--- src/rtl/intf_write_buffer_pkg.sv ---
// rtl/intf_write_buffer_pkg.sv - shared widths, default entry layout and saturating increment
package intf_write_pkg;

  localparam int DEF_DATA_W = 8;
  localparam int DEF_N_CH   = 2;
  localparam int DEF_DEPTH  = 4;
  localparam int DEF_CNT_W  = 16;

  // Channel-index width; N_CH is at least 2, so this is never zero.
  function automatic int ch_width(input int n_ch);
    return (n_ch < 2) ? 1 : $clog2(n_ch);
  endfunction

  // Occupancy width, wide enough to hold the value DEPTH itself.
  function automatic int lvl_width(input int depth);
    return $clog2(depth + 1);
  endfunction

  localparam int CH_W  = ch_width(DEF_N_CH);
  localparam int LVL_W = lvl_width(DEF_DEPTH);

  // Entry layout for the default configuration. A parameterised instance
  // declares the same {data, ch} layout locally using its own widths.
  typedef struct packed {
    logic [DEF_DATA_W-1:0] data;
    logic [CH_W-1:0]       ch;
  } entry_t;

  // Increment that sticks at 2^w-1; counters up to 32 bits wide.
  function automatic logic [31:0] sat_inc(input logic [31:0] v, input int w);
    logic [31:0] maxv;
    maxv = (w >= 32) ? 32'hFFFF_FFFF : ((32'd1 << w) - 32'd1);
    return (v >= maxv) ? v : v + 32'd1;
  endfunction

endpackage

--- src/rtl/intf_write_buffer_if.sv ---
// rtl/intf_write_buffer_if.sv - writer/consumer bundle of the write buffer with master/slave modports
interface intf_write_buffer_if
  import intf_write_pkg::*;
#(
  parameter int DATA_W = 8,
  parameter int N_CH   = 2,
  parameter int DEPTH  = 4,
  parameter int CNT_W  = 16
);

  localparam int CW = ch_width(N_CH);
  localparam int LW = lvl_width(DEPTH);

  logic                   enable;
  logic [N_CH-1:0]        in_valid;
  logic [N_CH*DATA_W-1:0] in_data;
  logic [N_CH-1:0]        in_ready;
  logic                   out_valid;
  logic                   out_ready;
  logic [DATA_W-1:0]      out_data;
  logic [CW-1:0]          out_ch;
  logic [LW-1:0]          level;
  logic                   full;
  logic                   empty;
  logic [CNT_W-1:0]       drop_cnt;

  // Producer/consumer side
  modport master (
    output enable, in_valid, in_data, out_ready,
    input  in_ready, out_valid, out_data, out_ch, level, full, empty, drop_cnt
  );

  // Buffer side
  modport slave (
    input  enable, in_valid, in_data, out_ready,
    output in_ready, out_valid, out_data, out_ch, level, full, empty, drop_cnt
  );

endinterface

--- src/rtl/intf_write_buffer_fifo.sv ---
// rtl/intf_write_buffer_fifo.sv - DEPTH-entry storage with push/pop, level, full and empty
module intf_write_fifo
  import intf_write_pkg::*;
#(
  parameter int WIDTH = 9,
  parameter int DEPTH = 4
) (
  input  logic                        clk,
  input  logic                        rst,
  input  logic                        push,
  input  logic [WIDTH-1:0]            wdata,
  input  logic                        pop,
  output logic [WIDTH-1:0]            rdata,
  output logic [lvl_width(DEPTH)-1:0] level,
  output logic                        full,
  output logic                        empty
);

  localparam int AW = $clog2(DEPTH);
  localparam int LW = lvl_width(DEPTH);

  logic [WIDTH-1:0] mem [DEPTH];
  logic [AW-1:0]    wr_ptr;
  logic [AW-1:0]    rd_ptr;
  logic             do_push;
  logic             do_pop;

  // A pop frees the slot that a same-cycle push into a full FIFO needs.
  assign do_pop  = pop & !empty;
  assign do_push = push & (!full | do_pop);

  assign full  = (level == LW'(DEPTH));
  assign empty = (level == '0);
  assign rdata = mem[rd_ptr];

  // Pointers wrap naturally because DEPTH is a power of two.
  always_ff @(posedge clk or posedge rst) begin
    if (rst) begin
      wr_ptr <= '0;
      rd_ptr <= '0;
      level  <= '0;
    end else begin
      if (do_push) wr_ptr <= wr_ptr + AW'(1);
      if (do_pop)  rd_ptr <= rd_ptr + AW'(1);
      case ({do_push, do_pop})
        2'b10:   level <= level + LW'(1);
        2'b01:   level <= level - LW'(1);
        default: level <= level;
      endcase
    end
  end

  // Storage is not reset; clearing the pointers and level discards it.
  always_ff @(posedge clk) begin
    if (do_push) mem[wr_ptr] <= wdata;
  end

endmodule

--- src/rtl/intf_write_buffer.sv ---
// rtl/intf_write_buffer.sv - round-robin write arbiter, ready logic and drop counter in front of a FIFO (trace: INTF_WRITE_TRACE_EN)
module intf_write_buffer
  import intf_write_pkg::*;
#(
  parameter int DATA_W = 8,
  parameter int N_CH   = 2,
  parameter int DEPTH  = 4,
  parameter int CNT_W  = 16
) (
  input  logic               clk,
  input  logic               rst,
  intf_write_buffer_if.slave bus
);

  localparam int CW = ch_width(N_CH);
  localparam int LW = lvl_width(DEPTH);

  typedef struct packed {
    logic [DATA_W-1:0] data;
    logic [CW-1:0]     ch;
  } ent_t;

  logic [CW-1:0]    rr_ptr;
  logic [CW-1:0]    grant;
  logic             grant_vld;
  logic             can_accept;
  logic             transfer;
  logic             push;
  logic             drop;
  logic             pop;
  ent_t             wr_ent;
  ent_t             rd_ent;
  logic [LW-1:0]    fifo_level;
  logic             fifo_full;
  logic             fifo_empty;
  logic [CNT_W-1:0] drop_cnt;

  // Round-robin scan: first valid channel at or after rr_ptr, wrapping at N_CH.
  always_comb begin
    logic [CW-1:0] idx;
    grant_vld = 1'b0;
    grant     = '0;
    idx       = rr_ptr;
    for (int k = 0; k < N_CH; k++) begin
      if (!grant_vld && bus.in_valid[idx]) begin
        grant_vld = 1'b1;
        grant     = idx;
      end
      idx = (idx == CW'(N_CH - 1)) ? '0 : idx + CW'(1);
    end
  end

  // Disabled writes are always taken (and dropped); enabled ones need room,
  // where a pop on this edge counts as room.
  assign can_accept = !bus.enable | !fifo_full | (!fifo_empty & bus.out_ready);
  assign transfer   = !rst & grant_vld & can_accept;
  assign push       = transfer & bus.enable;
  assign drop       = transfer & !bus.enable;
  assign pop        = !fifo_empty & bus.out_ready;

  assign wr_ent.data = bus.in_data[int'(grant)*DATA_W +: DATA_W];
  assign wr_ent.ch   = grant;

  // Ready goes only to the granted channel; the grant depends only on
  // in_valid, so a held request keeps its ready until it transfers.
  always_comb begin
    bus.in_ready = '0;
    if (transfer) bus.in_ready[grant] = 1'b1;
  end

  // Next scan starts just past the channel that last transferred.
  always_ff @(posedge clk or posedge rst) begin
    if (rst) begin
      rr_ptr <= '0;
    end else if (transfer) begin
      rr_ptr <= (grant == CW'(N_CH - 1)) ? '0 : grant + CW'(1);
    end
  end

  // Count writes discarded while disabled, saturating at all-ones.
  always_ff @(posedge clk or posedge rst) begin
    if (rst) begin
      drop_cnt <= '0;
    end else if (drop) begin
      drop_cnt <= CNT_W'(sat_inc(32'(drop_cnt), CNT_W));
    end
  end

  intf_write_fifo #(
    .WIDTH ($bits(ent_t)),
    .DEPTH (DEPTH)
  ) u_fifo (
    .clk   (clk),
    .rst   (rst),
    .push  (push),
    .wdata (wr_ent),
    .pop   (pop),
    .rdata (rd_ent),
    .level (fifo_level),
    .full  (fifo_full),
    .empty (fifo_empty)
  );

  assign bus.out_valid = !fifo_empty;
  assign bus.out_data  = rd_ent.data;
  assign bus.out_ch    = rd_ent.ch;
  assign bus.level     = fifo_level;
  assign bus.full      = fifo_full;
  assign bus.empty     = fifo_empty;
  assign bus.drop_cnt  = drop_cnt;

`ifdef INTF_WRITE_TRACE_EN
  // Log every transfer and every pop as it happens on the clock edge.
  always @(posedge clk) begin
    if (!rst) begin
      if (transfer)
        $display("%0t write ch=%0d data=%h %s", $time, grant, wr_ent.data,
                 bus.enable ? "accepted" : "dropped");
      if (pop)
        $display("%0t pop ch=%0d data=%h", $time, rd_ent.ch, rd_ent.data);
    end
  end
`else
`endif

endmodule

--- src/flat_wrapper.sv ---
// flat-port wrapper written by rule: the top's interface ports become plain ports
module intf_write_buffer_flat import intf_write_pkg::*;
#(
  parameter int DATA_W = 8,
  parameter int N_CH   = 2,
  parameter int DEPTH  = 4,
  parameter int CNT_W  = 16
)
  (clk, rst, bus_enable, bus_in_valid, bus_in_data, bus_out_ready, bus_in_ready, bus_out_valid, bus_out_data, bus_out_ch, bus_level, bus_full, bus_empty, bus_drop_cnt);
  intf_write_buffer_if #(.DATA_W(DATA_W), .N_CH(N_CH), .DEPTH(DEPTH), .CNT_W(CNT_W)) bus_i ();
  input  logic clk;
  input  logic rst;
  input wire logic [$bits(bus_i.enable)-1:0] bus_enable;
  input wire logic [$bits(bus_i.in_valid)-1:0] bus_in_valid;
  input wire logic [$bits(bus_i.in_data)-1:0] bus_in_data;
  input wire logic [$bits(bus_i.out_ready)-1:0] bus_out_ready;
  output wire logic [$bits(bus_i.in_ready)-1:0] bus_in_ready;
  output wire logic [$bits(bus_i.out_valid)-1:0] bus_out_valid;
  output wire logic [$bits(bus_i.out_data)-1:0] bus_out_data;
  output wire logic [$bits(bus_i.out_ch)-1:0] bus_out_ch;
  output wire logic [$bits(bus_i.level)-1:0] bus_level;
  output wire logic [$bits(bus_i.full)-1:0] bus_full;
  output wire logic [$bits(bus_i.empty)-1:0] bus_empty;
  output wire logic [$bits(bus_i.drop_cnt)-1:0] bus_drop_cnt;
  assign bus_i.enable = bus_enable;
  assign bus_i.in_valid = bus_in_valid;
  assign bus_i.in_data = bus_in_data;
  assign bus_i.out_ready = bus_out_ready;
  assign bus_in_ready = bus_i.in_ready;
  assign bus_out_valid = bus_i.out_valid;
  assign bus_out_data = bus_i.out_data;
  assign bus_out_ch = bus_i.out_ch;
  assign bus_level = bus_i.level;
  assign bus_full = bus_i.full;
  assign bus_empty = bus_i.empty;
  assign bus_drop_cnt = bus_i.drop_cnt;
  intf_write_buffer #(.DATA_W(DATA_W), .N_CH(N_CH), .DEPTH(DEPTH), .CNT_W(CNT_W)) u_core (.clk(clk), .rst(rst), .bus(bus_i));
endmodule
--- config.mk ---
export PLATFORM = sky130hd
export DESIGN_NAME = intf_write_buffer_flat
export DESIGN_NICKNAME = d
export VERILOG_FILES = /design/src/rtl/intf_write_buffer_pkg.sv /design/src/rtl/intf_write_buffer_if.sv /design/src/rtl/intf_write_buffer_fifo.sv /design/src/rtl/intf_write_buffer.sv /design/src/flat_wrapper.sv
export SDC_FILE = /design/constraint.sdc
export NUM_CORES = 1
export LEC_CHECK = 0
export CAP_MARGIN = 20
export CORE_MARGIN = 3
export CORE_UTILIZATION = 50
export DETAILED_ROUTE_END_ITERATION = 6
export PLACE_DENSITY = 0.76
export SLEW_MARGIN = 20
export SYNTH_ARGS = -nofsm -noshare
export SYNTH_HDL_FRONTEND = slang
export SYNTH_HIERARCHICAL = 1
export SYNTH_SLANG_ARGS = --single-unit
--- constraint.sdc ---
create_clock -name clk -period 5 [get_ports clk]
set_input_delay 1 -clock clk [delete_from_list [all_inputs] [get_ports clk]]
set_output_delay 1 -clock clk [all_outputs]
set_load 0.01 [all_outputs]
==> Flow_metrics.wiki <==
{| class="wikitable"
! Metric !! Value
|-
| Worst R2R Start || u_core/u_fifo/level[0]
|-
| Share of the synthesized area in compound gates (AO/OA/AOI/OAI) || 4.90%
|-
| Xor-xnor portion of the synthesized cell area || 5.25%
|-
| Fill count || 392
|-
| Io pins || 55
|-
| Maximum ir drop on the vdd rail || 280 µV
|-
| Number of rows created at floorplan || 26
|-
| Worst slack, placed || 877 ps
|-
| Non-filler instance count after layout || 339
|-
| Most common library cell in the layout ignoring fill and taps || clkdlybuf4s50_1
|-
| Last weighted congestion value of the routability-driven placer || 0.784
|-
| Data required time at the worst endpoint || around 4000 ps
|-
| Clk_skew || 8.00 ps
|-
| Critical path capture point type || primary output
|-
| IO Port Bufs || 54
|-
| Overall Power || roughly 1.8 mW
|-
| Post-cts sizing count || 0
|-
| Number of H-tree levels || 3
|-
| Count of cell types in the netlist || between 40 and 50
|-
| First-pass GRT wire length || between 8 and 9 mm
|-
| Total wire length || between 5 and 6 mm
|-
| Power Density || 481 mW/mm²
|-
| CP Data Arrival Time || 3000 ps
|-
| DRT antenna net count || 0
|-
| Vias in the first global route || between 1,500 and 2,000
|-
| # DRC || 0
|-
| Total number of yosys warnings || 6
|-
| Antenna diode count || 0
|-
| DIE WIDTH || 81.3 µm
|-
| Hpwl dp || 3.67 mm
|-
| Post-CTS Setup Inserts || 0
|-
| Cells on Worst Hold Path || 1
|-
| Total Nets Final || ~290
|-
| Worst setup slack after layout || 997 ps
|-
| Largest family of logic cells by synthesized area || simple AND/OR/NAND/NOR gates
|-
| Clock Tree Buf Depth || 2
|-
| Final setup violation count || 0
|-
| Clock transition at path regs || 60 ps
|-
| Height of the die || 81.3 µm
|-
| Adder-cell share of the synthesized area || roughly 2.9%
|-
| TNS Setup || 0 ps
|-
| Drt pass-1 iters || 4
|-
| Relative slew slack || between 50% and 60%
|-
| Die area || 0.00661 mm²
|-
| Setup repair after global routing missed its margin || false
|-
| GRT Residual Overflow || 0
|-
| Post-synthesis share of cell area spent on and, or, nand and nor gates || 12.8%
|-
| Hold Startpoint || u_core/bus.drop_cnt[14]
|-
| Effective utilization at floorplan || about 53%
|-
| Total number of vias || about 1,800
|-
| Count of final max-slew check failures || 0
|-
| Fraction of the cycle the final worst path needs || 80.1%
|-
| Antenna violations before repair || 0
|-
| Worst min-delay path category || register to register
|-
| Outcome || complete, no violations
|-
| Setup slack, reg-to-reg || 1760 ps
|-
| Final hold violation count || 0
|-
| Highest clock frequency the design can meet || between 200 and 250 MHz
|-
| Sinks on Clock Net || 60
|-
| Placed Cells incl. Taps || around 320
|-
| Post-Synthesis Mean Instance Area || 14.0 µm²
|-
| Startpoint type of the worst setup path || primary input
|-
| End of the worst register-to-register path || u_core/u_fifo/level[2]
|-
| Fraction of layout cells with a size suffix above 1 || about 18%
|-
| Synthesized instance count || a little over 200
|-
| Number of buffers inserted for hold repair after clock tree synthesis || 0
|-
| Avg WL per Cell || 15.5 µm
|-
| Logic depth of the worst register-to-register path || 12
|-
| Share of synthesized flip-flops with an asynchronous set or reset || between 40% and 50%
|-
| #FFs+latches synth || 60
|-
| Via density per instance || ~5.3
|-
| Overall global routing resource usage || 17.6%
|-
| Number of buffers added by the clock tree synthesis step || 9
|-
| Time the final worst path needs with I/O delays and setup || 4000 ps
|-
| Critical path type || primary input to primary output
|-
| Multiplexer share of the synthesized area || 11.7%
|-
| Top FF cell, synth || edfxtp_1
|-
| Clock latency reported for the late side of the worst-skew pair || 330 ps
|-
| Maximum number of pins on one net before global-route repair || 18
|-
| Sequential cell area fraction in the yosys report || between 50% and 60%
|-
| Synthesis-to-finish area growth || 28.7%
|-
| Worst-margin pin slew || 687 ps
|-
| Detailed Route Iter0 Violations || 100
|-
| Max_cap viols || 0
|-
| Synthesized net count || ~230
|-
| Most frequent cells in the layout || clkdlybuf4s50_1 (54), edfxtp_1 (36), dfrtp_1 (24)
|-
| TritonCTS clock tree || built
|-
| Summed instance area of the synthesized netlist || 0.00284 mm²
|-
| Count of flip-flops with a built-in enable after synthesis || 36
|-
| Root buffer selected by CTS || clkbuf_8
|-
| Worst Hold Endpoint || u_core/bus.drop_cnt[14]
|-
| Largest fanout on the critical path || 10
|-
| Leakage Power || 1.37 nW
|-
| Core outline area || 0.00530 mm²
|}
[power by group]
part | switching [mW] | internal [mW]
Combinational | 0.236 | 0.342
Sequential | 0.112 | 0.612
Clock | 0.174 | 0.278
[logic make-up after synthesis]
kind of cell	Yosys count
buffers and inverters	21
XOR/XNOR	17
AND/OR/NAND/NOR	61
flip-flops	60
AO/OA/AOI/OAI	18
multiplexers	20
adder cells (fa/ha/maj)	6
[Yosys cell counts, drive strengths merged (2+ instances only)]
master	number	area share [%]
mux4	9	7.1
o21ai	3	0.66
buf	3	0.75
inv	16	2.1
clkbuf	2	0.26
a31oi	2	0.44
and4	3	0.97
a21oi	5	0.88
nor3	4	0.88
nand4	8	1.8
edfxtp	36	38
nor2b	3	0.66
mux2	11	4.5
and2	5	1.3
nand3	8	1.6
or3	2	0.49
nand2	9	1.2
and3	2	0.44
dfrtp	24	21
o21bai	2	0.93
nor2	10	1.3
ha	5	2.2
xor2	4	1.2
xnor2	13	4.0
[through the flow]
stage	area, µm²	hold WS, ps	utilization (%)
finish	3650	535	68.8
global route	3650	563	68.8
detailed placement	3440	525	64.9
global placement	3440	506	64.9
CTS	3650	537	68.8
floorplan	2840	505	-
[area by class of cell]
type / instances / area (µm²) / area share (%)
flip-flops and latches: 60 / 1680 / 46.1
multi-input cells: 122 / 1060 / 29.2
repair buffers: 55 / 548 / 15.0
clock buffers: 11 / 131 / 3.60
well taps: 70 / 87.6 / 2.40
clock inverters: 5 / 76.3 / 2.09
inverters: 16 / 60.1 / 1.65
[worst max-delay path by stage]
| stage | startpoint | end | slack, ps | cells after the start |
|---|---|---|---|---|
| after global routing | bus_in_valid[0] | bus_in_ready[0] | 860 | 6 |
| after floorplan | u_core/u_fifo/level[0] | u_core/u_fifo/level[2] | 2240 | 12 |
| final | bus_in_valid[0] | bus_in_ready[0] | 1000 | 6 |
| after CTS | bus_in_valid[0] | bus_in_ready[0] | 900 | 6 |
| after detailed placement | bus_in_valid[0] | bus_in_ready[0] | 880 | 6 |
| after global placement | bus_in_valid[0] | bus_in_ready[0] | 1000 | 6 |
[routing by layer]
metal,share of wire (%),vias up,track usage [%]
li1,-,874,-
met4,0.95,0,8.11
met5,0,-,0
met3,5.2,6,3.66
met2,47,53,27.2
met1,47,873,23.9
[registers in the layout, summed over array words and instances, names as in the netlist]
name / flops
u_core/bus.drop_cnt: 16
u_core/u_fifo/mem: 36
u_core/u_fifo/rd_ptr: 2
u_core/u_fifo/wr_ptr: 2
u_core/u_fifo/level: 3
u_core/rr_ptr: 1
[worst max-delay path: stages]
cell,delay [ps]
clkdlybuf4s50_1,530
inv_1,70
o21ai_2,520
inv_1,190
nor2_1,150
clkdlybuf4s50_1,540
Power figures use the tool's default switching activity.
